--- src/rtl/lif_scheduler.sv ---
//==============================================================================
// Module      : lif_scheduler
// Description : Time-multiplexed leaky integrate-and-fire neuron scheduler.
//               One accumulate/leak/compare datapath is shared by N_NEU
//               neurons. The weights and the membrane potentials are held in
//               internal register arrays.
//               For each timestep, every neuron spends N_IN cycles
//               accumulating weighted input spikes (ACC). It then spends one
//               cycle applying leak, integrating and comparing against the
//               threshold (UPD).
//
// Ports       : clk        - clock, rising edge
//               rstn       - synchronous active-low reset
//               step_i     - start-of-timestep request (accepted in IDLE only)
//               spikes_i   - input spike vector, latched on step acceptance
//               wr_en_i    - weight write strobe (effective in IDLE only)
//               wr_addr_i  - weight index = neuron*N_IN + input
//               wr_data_i  - unsigned weight value
//               busy_o     - high while a timestep is being processed
//               done_o     - one-cycle pulse when a timestep completes
//               spikes_o   - neuron spike vector of last completed timestep
//
// Macros      : DEF_V_SIZE         - default potential/weight width (8)
//               LIF_REFRACTORY_EN  - when defined, a neuron that fired in the
//                                    previous completed timestep has its
//                                    input forced to zero and cannot fire
//
// Revision    : 1.0 - initial release
//==============================================================================
`default_nettype none

`ifndef DEF_V_SIZE
`define DEF_V_SIZE 8
`endif

module lif_scheduler #(
    parameter int unsigned  V_SIZE     = `DEF_V_SIZE,
    parameter int unsigned  N_IN       = 3,
    parameter int unsigned  N_NEU      = 3,
    parameter int unsigned  THRESH     = 8,
    parameter int unsigned  LEAK_SHIFT = 1,
    localparam int unsigned c_NW       = N_NEU * N_IN,
    localparam int unsigned c_AW       = (c_NW  > 1) ? $clog2(c_NW)  : 1,
    localparam int unsigned c_IW       = (N_IN  > 1) ? $clog2(N_IN)  : 1,
    localparam int unsigned c_NIW      = (N_NEU > 1) ? $clog2(N_NEU) : 1
) (
    input  logic              clk,
    input  logic              rstn,
    input  logic              step_i,
    input  logic [N_IN-1:0]   spikes_i,
    input  logic              wr_en_i,
    input  logic [c_AW-1:0]   wr_addr_i,
    input  logic [V_SIZE-1:0] wr_data_i,
    output logic              busy_o,
    output logic              done_o,
    output logic [N_NEU-1:0]  spikes_o
);

    typedef enum logic [1:0] {
        S_IDLE = 2'd0,
        S_ACC  = 2'd1,
        S_UPD  = 2'd2,
        S_DONE = 2'd3
    } state_t;

    state_t r_state;
    state_t w_next;

    // Storage
    logic [V_SIZE-1:0] r_w [c_NW];
    logic [V_SIZE-1:0] r_v [N_NEU];

    // Sequencing and datapath registers
    logic [V_SIZE-1:0] r_acc;
    logic [c_IW-1:0]   r_i;
    logic [c_NIW-1:0]  r_n;
    logic [c_AW-1:0]   r_widx;
    logic [N_IN-1:0]   r_spk_lat;
    logic [N_NEU-1:0]  r_spk_new;
    logic [N_NEU-1:0]  r_spikes;

    // Combinational datapath
    logic              w_last_i;
    logic              w_last_n;
    logic              w_wr_ok;
    logic              w_refr;
    logic              w_fire;
    logic [V_SIZE:0]   w_acc_sum;
    logic [V_SIZE-1:0] w_acc_next;
    logic [V_SIZE-1:0] w_acc_eff;
    logic [V_SIZE-1:0] w_v;
    logic [V_SIZE-1:0] w_leak;
    logic [V_SIZE-1:0] w_vkeep;
    logic [V_SIZE:0]   w_vsum;
    logic [V_SIZE-1:0] w_vnew;
    logic [N_NEU-1:0]  w_spk_all;

    assign w_last_i = (r_i == c_IW'(N_IN - 1));
    assign w_last_n = (r_n == c_NIW'(N_NEU - 1));
    assign w_wr_ok  = wr_en_i && (32'(wr_addr_i) < c_NW);

    //--------------------------------------------------------------------------
    // Accumulate stage: saturating add of the selected weight.
    // The weight pointer runs linearly through the array across all neurons,
    // so no n*N_IN+i multiply is needed.
    //--------------------------------------------------------------------------
    assign w_acc_sum  = {1'b0, r_acc} + {1'b0, r_w[r_widx]};
    assign w_acc_next = w_acc_sum[V_SIZE] ? {V_SIZE{1'b1}} : w_acc_sum[V_SIZE-1:0];

    //--------------------------------------------------------------------------
    // Update stage: leak, integrate, saturate, compare
    //--------------------------------------------------------------------------
    assign w_v = r_v[r_n];

    // A zero shift means no leak rather than subtracting the whole potential.
    generate
        if (LEAK_SHIFT == 0) begin : g_no_leak
            assign w_leak = '0;
        end else begin : g_leak
            assign w_leak = w_v >> LEAK_SHIFT;
        end
    endgenerate

`ifdef LIF_REFRACTORY_EN
    logic [N_NEU-1:0] r_refr;

    always_ff @(posedge clk) begin
        if (!rstn) begin
            r_refr <= '0;
        end else if (r_state == S_UPD && w_last_n) begin
            r_refr <= w_spk_all;
        end
    end

    assign w_refr = r_refr[r_n];
`else
    assign w_refr = 1'b0;
`endif

    assign w_acc_eff = w_refr ? '0 : r_acc;
    // w_leak <= w_v always, so this subtraction cannot underflow.
    assign w_vkeep   = w_v - w_leak;
    assign w_vsum    = {1'b0, w_vkeep} + {1'b0, w_acc_eff};
    assign w_vnew    = w_vsum[V_SIZE] ? {V_SIZE{1'b1}} : w_vsum[V_SIZE-1:0];
    assign w_fire    = !w_refr && (32'(w_vnew) >= THRESH);

    // New spike vector including the neuron currently in UPD. It is
    // published on the last UPD so spikes_o is already valid during DONE.
    always_comb begin
        w_spk_all      = r_spk_new;
        w_spk_all[r_n] = w_fire;
    end

    //--------------------------------------------------------------------------
    // FSM state register
    //--------------------------------------------------------------------------
    always_ff @(posedge clk) begin
        if (!rstn) begin
            r_state <= S_IDLE;
        end else begin
            r_state <= w_next;
        end
    end

    //--------------------------------------------------------------------------
    // FSM next state and outputs
    //--------------------------------------------------------------------------
    always_comb begin
        w_next = r_state;
        busy_o = 1'b0;
        done_o = 1'b0;
        case (r_state)
            S_IDLE: begin
                if (step_i) begin
                    w_next = S_ACC;
                end
            end
            S_ACC: begin
                busy_o = 1'b1;
                if (w_last_i) begin
                    w_next = S_UPD;
                end
            end
            S_UPD: begin
                busy_o = 1'b1;
                w_next = w_last_n ? S_DONE : S_ACC;
            end
            S_DONE: begin
                done_o = 1'b1;
                w_next = S_IDLE;
            end
            default: begin
                w_next = S_IDLE;
            end
        endcase
    end

    //--------------------------------------------------------------------------
    // Datapath and storage
    //--------------------------------------------------------------------------
    always_ff @(posedge clk) begin
        if (!rstn) begin
            for (int k = 0; k < int'(c_NW); k++) begin
                r_w[k] <= '0;
            end
            for (int k = 0; k < int'(N_NEU); k++) begin
                r_v[k] <= '0;
            end
            r_acc     <= '0;
            r_i       <= '0;
            r_n       <= '0;
            r_widx    <= '0;
            r_spk_lat <= '0;
            r_spk_new <= '0;
            r_spikes  <= '0;
        end else begin
            case (r_state)
                S_IDLE: begin
                    // A write in the same cycle as an accepted step lands
                    // before the first ACC read, so that timestep uses it.
                    if (w_wr_ok) begin
                        r_w[wr_addr_i] <= wr_data_i;
                    end
                    if (step_i) begin
                        r_spk_lat <= spikes_i;
                        r_acc     <= '0;
                        r_i       <= '0;
                        r_n       <= '0;
                        r_widx    <= '0;
                        r_spk_new <= '0;
                    end
                end
                S_ACC: begin
                    if (r_spk_lat[r_i]) begin
                        r_acc <= w_acc_next;
                    end
                    r_i    <= w_last_i ? '0 : r_i + 1'b1;
                    r_widx <= r_widx + 1'b1;
                end
                S_UPD: begin
                    r_v[r_n]  <= w_fire ? '0 : w_vnew;
                    r_spk_new <= w_spk_all;
                    r_acc     <= '0;
                    if (w_last_n) begin
                        r_spikes <= w_spk_all;
                    end else begin
                        r_n <= r_n + 1'b1;
                    end
                end
                default: begin
                end
            endcase
        end
    end

    assign spikes_o = r_spikes;

endmodule

`default_nettype wire

--- config.mk ---
export PLATFORM = sky130hd
export DESIGN_NAME = lif_scheduler
export DESIGN_NICKNAME = d
export VERILOG_FILES = /design/src/rtl/lif_scheduler.sv
export SDC_FILE = /design/constraint.sdc
export NUM_CORES = 1
export LEC_CHECK = 0
export BUFFER_PORTS_ARGS = -buffer_cell sky130_fd_sc_hd__buf_2
export CORE_ASPECT_RATIO = 2
export CORE_MARGIN = 4
export CORE_UTILIZATION = 39
export CTS_BUF_LIST = sky130_fd_sc_hd__clkbuf_4 sky130_fd_sc_hd__clkbuf_8
export CTS_CLUSTER_SIZE = 16
export DETAILED_ROUTE_END_ITERATION = 10
export GPL_ROUTABILITY_DRIVEN = 0
export PLACE_DENSITY = 0.58
export SLEW_MARGIN = 5
export SYNTH_ARGS = -nofsm -noshare
export SYNTH_HDL_FRONTEND = slang
export SYNTH_SLANG_ARGS = --single-unit
--- constraint.sdc ---
create_clock -name clk -period 11.3 [get_ports clk]
set_input_delay 1.13 -clock clk [delete_from_list [all_inputs] [get_ports clk]]
set_output_delay 1.13 -clock clk [all_outputs]
set_load 0.02 [all_outputs]
# Word-level counts from Yosys, hierarchy flattened
# Memories as Yosys holds them, arrays and structs flattened. A register that Yosys moved wholly into a read port is not among the register bits.
# Cells that the tools add are included.
# word_totals
word_cells	90
rom_bits	0
mem_bits_rw	96
register_bits	27
input_bits	19
out_inout_bits	5
memories	2
latch_bits	0
# mem_list
memory	words	word_bits	read_ports	rd_clocked_by_memory_dff	write_ports	line_no	text
r_w	9	8	1	1	9	70	logic [V_SIZE-1:0] r_w [c_NW];
r_v	3	8	1	1	3	71	logic [V_SIZE-1:0] r_v [N_NEU];
# op_classes
bitwise_logic	0
magnitude_cmp	5
n_mul	0
add_sub_neg	6
reduce_logical	16
shifts	0
n_div	0
eq_ne	9
n_mux	44
# ops
operator	n
$mux W8	7
$pmux W8 S3	1
$add A8 B8 Y9	2
$mux W2	9
$mux W4	4
$reduce_or A8 Y1	2
$mux W1	14
$reduce_and A2 Y1	5
$eq A2 B2 Y1 const B	4
$ge A8 B4 Y1 const B	1
$ne A2 B2 Y1 const B	4
$pmux W2 S2	2
$pmux W2 S4	1
$pmux W4 S2	1
$sub A8 B7 Y8	1
$lt A2 B3 Y1 const B	2
$pmux W3 S2	1
$reduce_and A3 Y1	2
$add A2 B1 Y2 const B	2
$add A4 B1 Y4 const B	1
$lt A4 B4 Y1 const B	1
$reduce_bool A2 Y1	2
$bwmux W3	1
$mux W3	1
other kinds (8)	9

# Logic depth before layout (Yosys ltp)
# Gate-level depths: netlist of run 1.
# depth
ltp_word	8
depth_mapped	20
mapped_depth_nobuf	18

# Least setup slack after synthesis of run 1
# Ideal clock, no wire load.
# synth_path
path_type	register to register
from	reg with a tool-made name
to	mem r_v[1][0] (netlist bit), data pin
setup_time_ns	0.139
t_arrival_ns	4.170
stages_incl_launch_ff	19
slack_ns	6.991
path_buffers	2
required_time_ns	11.161
synth_period_minus_slack_ns	4.309
path_cell_list	dfxtp_1 > clkbuf_1 > mux4_2 > inv_1 > ha_1 > nor2b_1 > o21ai_0 > a21boi_0 > o21ai_0 > nor2b_1 > xnor2_1 > ha_1 > nand3_1 > nand2b_4 > or4b_4 > a211oi_2 > buf_6 > nand4_4 > nor2_1
# synth_rtl
element	line_no
end, declared	71

==> results of run 1 <==
-- through the flow --
step | util [%] | hold WS [ns] | setup slack, ns | instance area [µm²]
6_report | 44.5 | 0.477 | 6.19 | 10100
5_1_grt | 44.5 | 0.510 | 5.76 | 10100
4_1_cts | 44.5 | 0.487 | 6.15 | 10100
3_5_place_dp | 42.8 | 0.472 | 6.18 | 9730
3_3_place_gp | 42.8 | 0.461 | 6.37 | 9730
2_1_floorplan | - | 0.443 | 6.99 | 9310
-- synth_stat cells (2+ instances only) --
cell	number
nor2_1	19
a32o_1	2
buf_2	5
nand2b_1	9
a21boi_1	2
fa_1	3
nor3_1	12
nand2_1	27
o21ai_0	25
a21o_1	4
ha_1	32
inv_1	25
edfxtp_1	160
o211ai_1	3
a211oi_1	2
mux4_2	48
o21a_1	3
and2_1	60
nand3_1	13
buf_1	2
a21oi_1	16
nand4_4	2
nor2b_1	16
a22oi_1	3
xnor2_1	9
o21bai_1	3
or3_1	5
mux2i_1	2
and3_1	19
clkbuf_1	17
a21bo_2	2
xor2_1	2
a31oi_1	2
a21boi_0	9
dfxtp_1	32
a211o_1	2
-- kinds of logic (layout without fill, tap and decap cells) --
kind of cell / after synthesis / count (layout) / synth area share [%]
multiplexers: 50 / 50 / 12.2
XOR/XNOR: 11 / 11 / 1.07
AO/OA/AOI/OAI: 90 / 90 / 6.70
adder cells (fa/ha/maj): 35 / 35 / 5.10
flip-flops: 192 / 192 / 60.3
AND/OR/NAND/NOR: 192 / 192 / 12.3
other: 1 / 76 / 0.0415
buffers and inverters: 50 / 88 / 2.23
-- state kept, by name, summed over array words and instances (netlist names), 3 cells and up, named ones only --
register / cells
r_v: 32
r_widx: 4
spikes_o: 3
r_w: 128
r_acc: 8
r_spk_lat: 3
-- placed cells by master, fill, tap and decap left out, types with 3 or more instances in the layout --
cell	count
nand3_1	13
ha_1	32
and2_1	60
inv_1	25
buf_4	8
edfxtp_1	160
o21a_1	3
clkinvlp_4	3
a21boi_0	9
nand2_1	27
clkbuf_8	17
conb_1	76
mux4_2	48
xnor2_1	9
nand2b_1	9
a21o_1	4
or3_1	5
o21bai_1	3
nor3_1	12
buf_2	23
dfxtp_1	31
nor2_1	19
o211ai_1	3
a21oi_1	16
a22oi_1	3
o21ai_0	25
nor2b_1	16
inv_6	3
and3_1	19
fa_1	3
-- worst min-delay path by stage --
stage                              startpoint  cells after the start                        end  slack [ns]
floorplan           r_spk_lat[0]$_SDFFE_PN0P_                      2  r_spk_lat[0]$_SDFFE_PN0P_        0.44
global placement    r_spk_lat[1]$_SDFFE_PN0P_                      2  r_spk_lat[1]$_SDFFE_PN0P_        0.46
detailed placement  r_spk_lat[2]$_SDFFE_PN0P_                      2  r_spk_lat[2]$_SDFFE_PN0P_        0.47
CTS                 r_spk_lat[2]$_SDFFE_PN0P_                      2  r_spk_lat[2]$_SDFFE_PN0P_        0.49
global route            r_acc[4]$_SDFFE_PN0P_                      2      r_acc[4]$_SDFFE_PN0P_        0.51
finish              r_spk_lat[0]$_SDFFE_PN0P_                      2  r_spk_lat[0]$_SDFFE_PN0P_        0.48
-- layer usage --
| layer | GRT usage [%] | up-vias |
|---|---|---|
| li1 | - | 2489 |
| met1 | 15.3 | 2649 |
| met2 | 30.0 | 111 |
| met3 | 2.69 | 44 |
| met4 | 8.98 | 0 |
| met5 | 0 | - |
-- power groups by stage --
stage                     Clock (µW)  Combinational (µW)  Sequential (µW)
after floorplan                    0                 345              848
after global routing             495                 503              850
after global placement             0                 434              857
after CTS                        471                 456              845
after detailed placement           0                 454              861
final                            456                 450              844
-- area by class of cell --
type,count,share of cell area (%)
inverter,25,0.927
clock buffer,18,2.39
timing repair buffer,31,1.73
sequential,192,53.8
clock inverter,14,1.51
multi-input combinational,454,36.2
tap,280,3.46
-- worst register-to-register path, cell delays in order (launching register included) --
cell,delay (ns)
dfxtp_1,0.68
mux4_2,0.60
inv_1,0.12
ha_1,0.23
nor2b_1,0.12
o21ai_0,0.23
a21boi_0,0.15
o21ai_0,0.21
nor2b_1,0.20
xnor2_1,0.09
ha_1,0.38
nand3_1,0.14
nand2b_4,0.17
or4b_4,0.52
a211oi_2,0.75
nor3_1,0.17
a32o_1,0.25
==> impl_metrics.tcl, run 1 <==
set metrics [dict create \
    syn_inst 621 \
    yosys.cell_types.count 60 \
    finalCritPeriodShare_pct 45.3 \
    place.detailed.hpwl_um 13700 \
    cts.sinks 192 \
    yosys-top-cells-area "edfxtp_1 53%, mux4_2 12%, dfxtp_1 7.1%" \
    seqCellArea_um2 5450 \
    syn_avg_cell_area_um2 14.5 \
    nFillCells 2047 \
    cts_buffer_depth 2 \
    h-tree-depth 4 \
    grt_use_total_pct 15.7 \
    pwr-share-comb_pct 25.7 \
    finalNonFillerCells 1014 \
    die_area_um2 25800 \
    reg2reg_depth 16 \
    drv_slew 0 \
    cp.depth 16 \
    crit_end "r_spk_new[1]$_SDFFE_PN0P_" \
    synth_top_cell_area_share_pct 53.2 \
    switching_share_pct 30.8 \
    finClkSkew_ns 0.0126 \
    route.detailed.drc 0 \
    powerDensity_nw_per_um2 173 \
    die_h_um 223 \
    crit_path_start_kind "flip-flop" \
    diodes 0 \
    synth_seq_area_share_pct 60.3 \
    crit_chain "mux4_2 > inv_1 > ha_1 > nor2b_1 > o21ai_0 > a21boi_0 > o21ai_0 > nor2b_1 > xnor2_1 > ha_1 > nand3_1 > nand2b_4 > or4b_4 > a211oi_2 > nor3_1 > a32o_1" \
    synthFlopType "edfxtp_1" \
    rsz0062_at_grt "false" \
    antenna_found_initial 0 \
    initial_utilization_pct 39.7 \
    hold_viol 0 \
    clockRootBuffer "clkbuf_8" \
    holdCritPathClass "flip-flop to flip-flop" \
    setup_tns_ns 0 \
    seq_power_share_pct 48.2 \
    path_delay_family "compound AO/OA/AOI/OAI gates" \
    grt_pass1_wl_um 30100 \
    wl_met1_um 6520 \
    reg2reg_to "r_spk_new[1]$_SDFFE_PN0P_" \
    synth_edf_count 160 \
    power_switching_uw 538 \
    coreArea_um2 22700 \
    synth_top_cell_by_area "edfxtp_1" \
    async_flop_share_pct 0 \
    rows 78 \
    cts_buffers 17 \
    p_int_uw 1210 \
    nets 775 \
    syn_area_um2 9030 \
    grt_pass1_vias 5758 \
    cp_data_required_time_ns 11.66 \
    multiInputGateArea_um2 3660 \
    crit_fanout 10 \
    synth-seq-cells 192 \
    drt_iter0_drc 214 \
    postCtsSetupRepairBufs 0 \
    cap_violations 0 \
    dp_cells 982 \
    slowest_delay_ns 0.75 \
    tightest_slew_ns 1.01 \
    cts_hold_buf 0 \
    arrival_ns 5.48 \
    setup_viol 0 \
    path_class "flip-flop to flip-flop" \
    io_buffers 23 \
    io_pins 24 \
    yosys_warnings 0 \
    power_uw 1750 \
    fmax_ghz 0.196 \
    drive_gt1_share_pct 16.1 \
    grt_max_degree 49 \
    wl_um 19000 \
    vias 5293 \
    highest_layer "met4" \
    clk_latency_ns 0.47 \
    cts_resized 0 \
    post_drt_wl_per_cell_um 18.7 \
    path_buf_inv 1 \
    peakVddDrop_uv 139 \
    slowest_stage "a211oi_2" \
    dr_wl_met3_um 570 \
    area_delta_synth_final_pct 12.1 \
    critPathCaptureType "flip-flop" \
    grt-ovfl-total 0 \
    first_pass_iters 4 \
    antenna_left 0 \
    relSlewSlack_pct 32.5 \
    fp.dieW_um 116 \
    cts_tree "yes" \
    fin_crit_ns 5.11 \
    p_clk_share_pct 26.0 \
    p_leak_uw 0.00386 \
    r2r_slack_ns 6.19 \
    path_clk_slew_ns 0.10 \
    status "finished clean" \
    wl_met2_um 11000 \
    viasPerCell 5.22 \
]
(Power assumes the default switching activity.)
==> inputs of run 2 (changes only) <==
--- a/config.mk
+++ b/config.mk
@@ -5,6 +5,7 @@
 export SDC_FILE = /design/constraint.sdc
 export NUM_CORES = 1
 export LEC_CHECK = 0
+export ABC_AREA = 1
 export BUFFER_PORTS_ARGS = -buffer_cell sky130_fd_sc_hd__buf_2
 export CORE_ASPECT_RATIO = 2
 export CORE_MARGIN = 4
==> constraint.sdc (replaced) <==
create_clock -name clk -period 5.35 [get_ports clk]
set_input_delay 0.535 -clock clk [delete_from_list [all_inputs] [get_ports clk]]
set_output_delay 0.535 -clock clk [all_outputs]
set_load 0.02 [all_outputs]
==> impl_metrics.tcl, run 2 <==
set metrics [dict create \
    crit_chain "inv_1 > o21ai_0 > o22ai_1 > ha_1 > inv_1 > fa_1 > a21oi_1 > o21bai_1 > nand2_1 > nand2_1 > a21oi_1 > xnor2_1 > ha_1 > nand2_1 > inv_1 > nand2_1 > nand2_1 > nor2_4 > nand3_2 > nor2_4 > nand2_2 > or2_4 > nor2_1" \
    fmax_ghz 0.241 \
    reg2reg_to "r_v[2][0]$_SDFFCE_PN0P_" \
    arrival_ns 4.50 \
    coreArea_um2 23300 \
    top_regs "r_w: 128 flops, r_v: 32 flops, r_acc: 8 flops" \
    cts_resized 0 \
    h-tree-depth 4 \
    met1_usage_pct 14.3 \
    grt_max_degree 67 \
    fin_crit_ns 4.15 \
    setup_tns_ns 0 \
    synth_edf_count 160 \
    setup_viol 0 \
    fp.dieW_um 117 \
    diodes 0 \
    async_flop_share_pct 0 \
    synth.most_common_cell "edfxtp_1" \
    tightest_slew_ns 1.04 \
    vias 6303 \
    synthFlopType "edfxtp_1" \
    synth_seq_area_share_pct 58.9 \
    die_h_um 226 \
    initial_utilization_pct 39.7 \
    finClkSkew_ns 0.0126 \
    io_pins 24 \
    die_area_um2 26400 \
    synth-seq-cells 192 \
    grt_pass1_vias 6518 \
    drt_iter0_drc 383 \
    drv_slew 0 \
    path_clk_slew_ns 0.10 \
    reg2reg_depth 23 \
    antenna_left 0 \
    grtUsageMet3_pct 2.95 \
    cap_violations 0 \
    rsz0062_at_grt "false" \
    synth_top_cell_area_share_pct 51.9 \
    status "finished clean" \
    min_to "r_spk_lat[0]$_SDFFE_PN0P_" \
    cts_tree "yes" \
    holdPathStages 3 \
    top_register "r_w" \
    largest_register_ffs 128 \
    cp_data_required_time_ns 5.70 \
    yosys-top-cells-area "edfxtp_1 52%, dfxtp_1 6.9%, nand2_1 5.6%" \
    path_class "flip-flop to flip-flop" \
    place.detailed.hpwl_um 15800 \
    post_drt_wl_per_cell_um 16.5 \
    area_delta_synth_final_pct 10.8 \
    synth_top_cell_by_area "edfxtp_1" \
    crit_path_start_kind "flip-flop" \
    power_uw 5260 \
    cts_buffer_depth 2 \
    antenna_found_initial 0 \
    cts_hold_buf 0 \
    first_pass_iters 4 \
    clk_latency_ns 0.49 \
    crit_fanout 17 \
    cts_buffers 17 \
    layout_common_cells "160 x edfxtp_1, 138 x nand2_1, 105 x inv_1, 101 x nor2_1, 76 x conb_1" \
    nets 1044 \
    critPathMostFrequentCell "nand2_1" \
    nFillCells 2253 \
    met2_usage_pct 36.2 \
    fin_ws_ns 1.20 \
    yosys_warnings 0 \
    finalCritPeriodShare_pct 77.6 \
    relSlewSlack_pct 30.5 \
    final_common_cell "edfxtp_1" \
    dp_slack_ns 1.21 \
    grt-ovfl-total 0 \
    yosys.cell_types.count 40 \
    cts.sinks 192 \
    peakVddDrop_uv 227 \
    grt_busiest_layer "met2" \
    holdCritPathClass "input port to flip-flop" \
    critPathCaptureType "flip-flop" \
    worstHoldStart "spikes_i[0]" \
    rows 79 \
    clockRootBuffer "clkbuf_8" \
    io_buffers 23 \
    route.detailed.drc 0 \
    postCtsSetupRepairBufs 0 \
    syn_area_um2 9250 \
    slowest_delay_ns 0.48 \
    powerDensity_nw_per_um2 513 \
    grt_pass1_wl_um 33100 \
    p_leak_uw 0.00422 \
    grt_use_total_pct 17.0 \
    yosys-top-cells-count "160 x edfxtp_1, 138 x nand2_1, 105 x inv_1" \
    syn_avg_cell_area_um2 10.3 \
    viasPerCell 4.90 \
    syn_inst 901 \
    slowest_stage "dfxtp_1" \
    r2r_slack_ns 1.20 \
    wl_um 21200 \
    drive_gt1_share_pct 8.57 \
    hold_viol 0 \
]
[run 2: changes by cell type in the layout (fill, tap and decap cells not counted), moves of 31 or more]
cell,previous run,this run
o21ai_0,25,56
nand2_1,27,138
a21oi_1,16,75
nor2_1,19,101
inv_1,25,105
mux4_2,48,0
and2_1,60,0
[run 2: per-layer routing]
metal | vias to the layer above | routed length [µm] | part of all wire, %
met5 | - | 0 | 0
met4 | 0 | 568 | 2.7
met3 | 31 | 539 | 2.5
met2 | 72 | 13400 | 63
met1 | 2996 | 6650 | 31
li1 | 3204 | - | -
[run 2: metrics by stage]
| step | utilization [%] | hold WS [ns] | area, µm² | instances |
|---|---|---|---|---|
| 6_report | 43.9 | 0.302 | 10300 | 1286 |
| 3_5_place_dp | 42.5 | 0.450 | 9910 | 1254 |
| 2_1_floorplan | - | 0.424 | 9530 | 976 |
| 4_1_cts | 43.9 | 0.267 | 10300 | 1286 |
| 5_1_grt | 43.9 | 0.289 | 10300 | 1286 |
| 3_3_place_gp | 42.5 | 0.447 | 9910 | 1254 |
[run 2: layout make-up]
class,instances,area (µm²),area share (%)
Clock buffer,18,241,2.36
Clock inverter,14,105,1.03
Inverter,113,424,4.14
Multi-Input combinational cell,639,3530,34.5
Sequential cell,192,5450,53.1
Tap cell,283,354,3.45
Timing Repair Buffer,27,145,1.42
[run 2: logic make-up (layout without fill, tap and decap cells)]
kind of cell             Yosys count  after routing  share of synthesized area [%]
multiplexers                      32             32                           3.46
other                              1             76                         0.0405
XOR/XNOR                           8              8                          0.757
AND/OR/NAND/NOR                  307            307                           14.6
flip-flops                       192            192                           58.9
adder cells (fa/ha/maj)           35             35                           4.98
AO/OA/AOI/OAI                    181            181                           11.3
buffers and inverters            145            172                           6.00
[run 2: worst max-delay path, delay by kind of cell (launching register included)]
kind / cells / cell delay, ns
AND/OR/NAND/NOR: 11 / 1.17
XOR/XNOR: 1 / 0.14
flip-flops: 1 / 0.48
buffers and inverters: 3 / 0.50
AO/OA/AOI/OAI: 5 / 0.84
adder cells (fa/ha/maj): 3 / 0.90
[run 2: report_power, final]
| part | total [µW] | internal (µW) | switching [µW] |
|---|---|---|---|
| clock | 867 | 332 | 536 |
| combinational | 2510 | 947 | 1560 |
| sequential | 1890 | 1750 | 135 |
[run 2: worst max-delay path by stage]
| stage | startpoint | endpoint | slack (ns) |
|---|---|---|---|
| after CTS | flip-flop | r_v[2][2]$_SDFFCE_PN0P_ | 1.17 |
| after detailed placement | flip-flop | r_v[2][2]$_SDFFCE_PN0P_ | 1.21 |
| final | flip-flop | r_v[2][0]$_SDFFCE_PN0P_ | 1.20 |
| after global placement | flip-flop | r_v[2][2]$_SDFFCE_PN0P_ | 1.38 |
| after floorplan | flip-flop | r_v[0][0]$_SDFFCE_PN0P_ | 1.54 |
| after global routing | flip-flop | r_v[2][0]$_SDFFCE_PN0P_ | 0.75 |
==> inputs of run 3 (changes only) <==
--- a/config.mk
+++ b/config.mk
@@ -14,7 +14,7 @@
 export CTS_CLUSTER_SIZE = 16
 export DETAILED_ROUTE_END_ITERATION = 10
 export GPL_ROUTABILITY_DRIVEN = 0
-export PLACE_DENSITY = 0.58
+export PLACE_DENSITY = 0.6
 export SLEW_MARGIN = 5
 export SYNTH_ARGS = -nofsm -noshare
 export SYNTH_HDL_FRONTEND = slang
==> constraint.sdc (replaced) <==
create_clock -name clk -period 3.36 [get_ports clk]
set_input_delay 0.336 -clock clk [delete_from_list [all_inputs] [get_ports clk]]
set_output_delay 0.336 -clock clk [all_outputs]
set_load 0.02 [all_outputs]
==> impl_metrics.tcl, run 3 (synthesis gave the netlist of run 2 again) <==
set metrics [dict create \
    holdCritPathClass "input port to flip-flop" \
    arrival_ns 3.78 \
    top_regs "r_w: 128 flops, r_v: 32 flops, r_acc: 8 flops" \
    first_pass_iters 4 \
    drive_gt1_share_pct 14.6 \
    cts_buffers 17 \
    status "complete, but fails checks" \
    h-tree-depth 4 \
    critPathCaptureType "flip-flop" \
    drv_slew 0 \
    fp.dieW_um 117 \
    place.detailed.hpwl_um 15500 \
    area_delta_synth_final_pct 16.5 \
    r2r_slack_ns -0.05 \
    grt_pass1_wl_um 32500 \
    dp_slack_ns -0.149 \
    crit_fanout 11 \
    fin_crit_ns 3.41 \
    antenna_left 0 \
    cp_data_required_time_ns 3.72 \
    layout_common_cells "160 x edfxtp_1, 137 x nand2_1, 101 x inv_1, 97 x nor2_1, 76 x conb_1" \
    fin_ws_ns -0.0543 \
    drt_iter0_drc 294 \
    final_area_um2 10800 \
    setup_viol 11 \
    cts.sinks 192 \
    finalCritPeriodShare_pct 102 \
    dp_cells 1288 \
    relSlewSlack_pct 43.7 \
    viasPerCell 4.87 \
    pwr-share-comb_pct 52.8 \
    final_common_cell "edfxtp_1" \
    nets 1081 \
    cap_violations 0 \
    violations "negative setup slack" \
    path_clk_slew_ns 0.10 \
    io_buffers 23 \
    grt-ovfl-total 0 \
    grt_max_degree 42 \
    holdWs_ns 0.0996 \
    powerDensity_nw_per_um2 895 \
    top_register "r_w" \
    grt_pass1_vias 6546 \
    finClkSkew_ns 0.0128 \
    p_clk_share_pct 16.6 \
    clk_latency_ns 0.49 \
    switching_share_pct 39.8 \
    peakVddDrop_uv 424 \
    tightest_slew_ns 0.842 \
    slowest_stage "dfxtp_2" \
    diodes 0 \
    coreArea_um2 23300 \
    die_h_um 226 \
    die_area_um2 26400 \
    path_buf_inv 3 \
    grt_use_total_pct 16.6 \
    cts_tree "yes" \
    io_pins 24 \
    finalNonFillerCells 1323 \
    path_delay_family "simple AND/OR/NAND/NOR gates" \
    hold_viol 0 \
    p_int_uw 5810 \
    post_drt_wl_per_cell_um 15.6 \
    crit_chain "buf_12 > o21ai_2 > o22ai_2 > ha_2 > inv_2 > fa_2 > a21oi_2 > o21bai_2 > nand2_1 > nand2_1 > a21oi_2 > xnor2_1 > ha_1 > nand2_1 > inv_1 > nand2_1 > nand2_2 > nor2_4 > nand3_2 > nor2_4 > nand2_2 > or2_4 > nor2_1" \
    crit_path_start_kind "flip-flop" \
    critPathMostFrequentCell "nand2_1" \
    placed_cell_area_um2 10200 \
    antenna_found_initial 0 \
    seq_power_share_pct 30.6 \
    p_leak_uw 0.00445 \
    cts_buffer_depth 2 \
    initial_utilization_pct 39.7 \
    power_switching_uw 3840 \
    nFillCells 2219 \
    slowest_delay_ns 0.35 \
    vias 6440 \
    clockRootBuffer "clkbuf_8" \
    largest_register_ffs 128 \
    path_class "flip-flop to flip-flop" \
    wl_um 20600 \
    rows 79 \
    route.detailed.drc 0 \
    fmax_ghz 0.293 \
    rsz0062_at_grt "true" \
]
==> run 3: metrics by stage <==
step           power (µW)  setup TNS, ns  util (%)
4_1_cts              9600         -0.473      46.0
2_1_floorplan        6250         -0.307         -
5_1_grt             10400          -5.09      46.2
6_report             9640         -0.367      46.2
3_3_place_gp         7790         -0.967      43.9
3_5_place_dp         7830          -1.74      43.9
==> run 3: area by class of cell <==
type	instances	area (µm²)	share of cell area, %
Clock inverter	15	181	1.68
Timing Repair inverter	1	6.26	0.0581
Inverter	113	437	4.05
Tap cell	283	354	3.29
Timing Repair Buffer	63	465	4.32
Sequential cell	192	5450	50.6
Clock buffer	17	234	2.17
Multi-Input combinational cell	639	3650	33.8
==> run 3: path summary, 6_finish.rpt <==
kind,startpoint,to,depth (start not counted)
setup / recovery,flip-flop,r_v[2][2]$_SDFFCE_PN0P_,23
hold / removal,spikes_i[1],r_spk_lat[1]$_SDFFE_PN0P_,3
setup reg to reg,flip-flop,r_v[2][2]$_SDFFCE_PN0P_,23
hold reg to reg,r_spk_new[0]$_SDFFE_PN0P_,r_spk_new[0]$_SDFFE_PN0P_,2
==> run 3: worst reg2reg max path, cell delays in order, from the launching register on <==
cell      delay [ns]
dfxtp_2         0.35
buf_12          0.14
o21ai_2         0.07
o22ai_2         0.19
ha_2            0.20
inv_2           0.04
fa_2            0.34
a21oi_2         0.14
o21bai_2        0.10
nand2_1         0.07
nand2_1         0.06
a21oi_2         0.12
xnor2_1         0.13
ha_1            0.29
nand2_1         0.08
inv_1           0.04
nand2_1         0.07
nand2_2         0.07
nor2_4          0.12
nand3_2         0.10
nor2_4          0.12
nand2_2         0.07
or2_4           0.26
nor2_1          0.10
==> run 3: repair_timing <==
item | in CTS | in global routing
setup buffers | 2 | 0
gates resized for setup | 12 | 13
hold buffers | 0 | 0
setup endpoints to repair | 17 | 17
pin swaps | 1 | 5
cloned | 1 | 0
==> run 3: metal layers <==
layer  global-route usage [%]  wire length [µm]  up-vias  share of wire, %
li1                         -                 -     3284                 -
met1                     14.6              6700     3023                32
met2                     33.8             12600       90                61
met3                     3.22               537       43               2.6
met4                     7.96               792        0               3.8
met5                        0                 0        -                 0
==> run 3: power by group through the flow <==
stage / logic (µW) / clock network, µW / registers [µW]
CTS: 4980 / 1650 / 2960
finish: 5090 / 1600 / 2960
global route: 5730 / 1730 / 2980
floorplan: 3340 / 0 / 2910
global placement: 4790 / 0 / 3000
detailed placement: 4820 / 0 / 3010
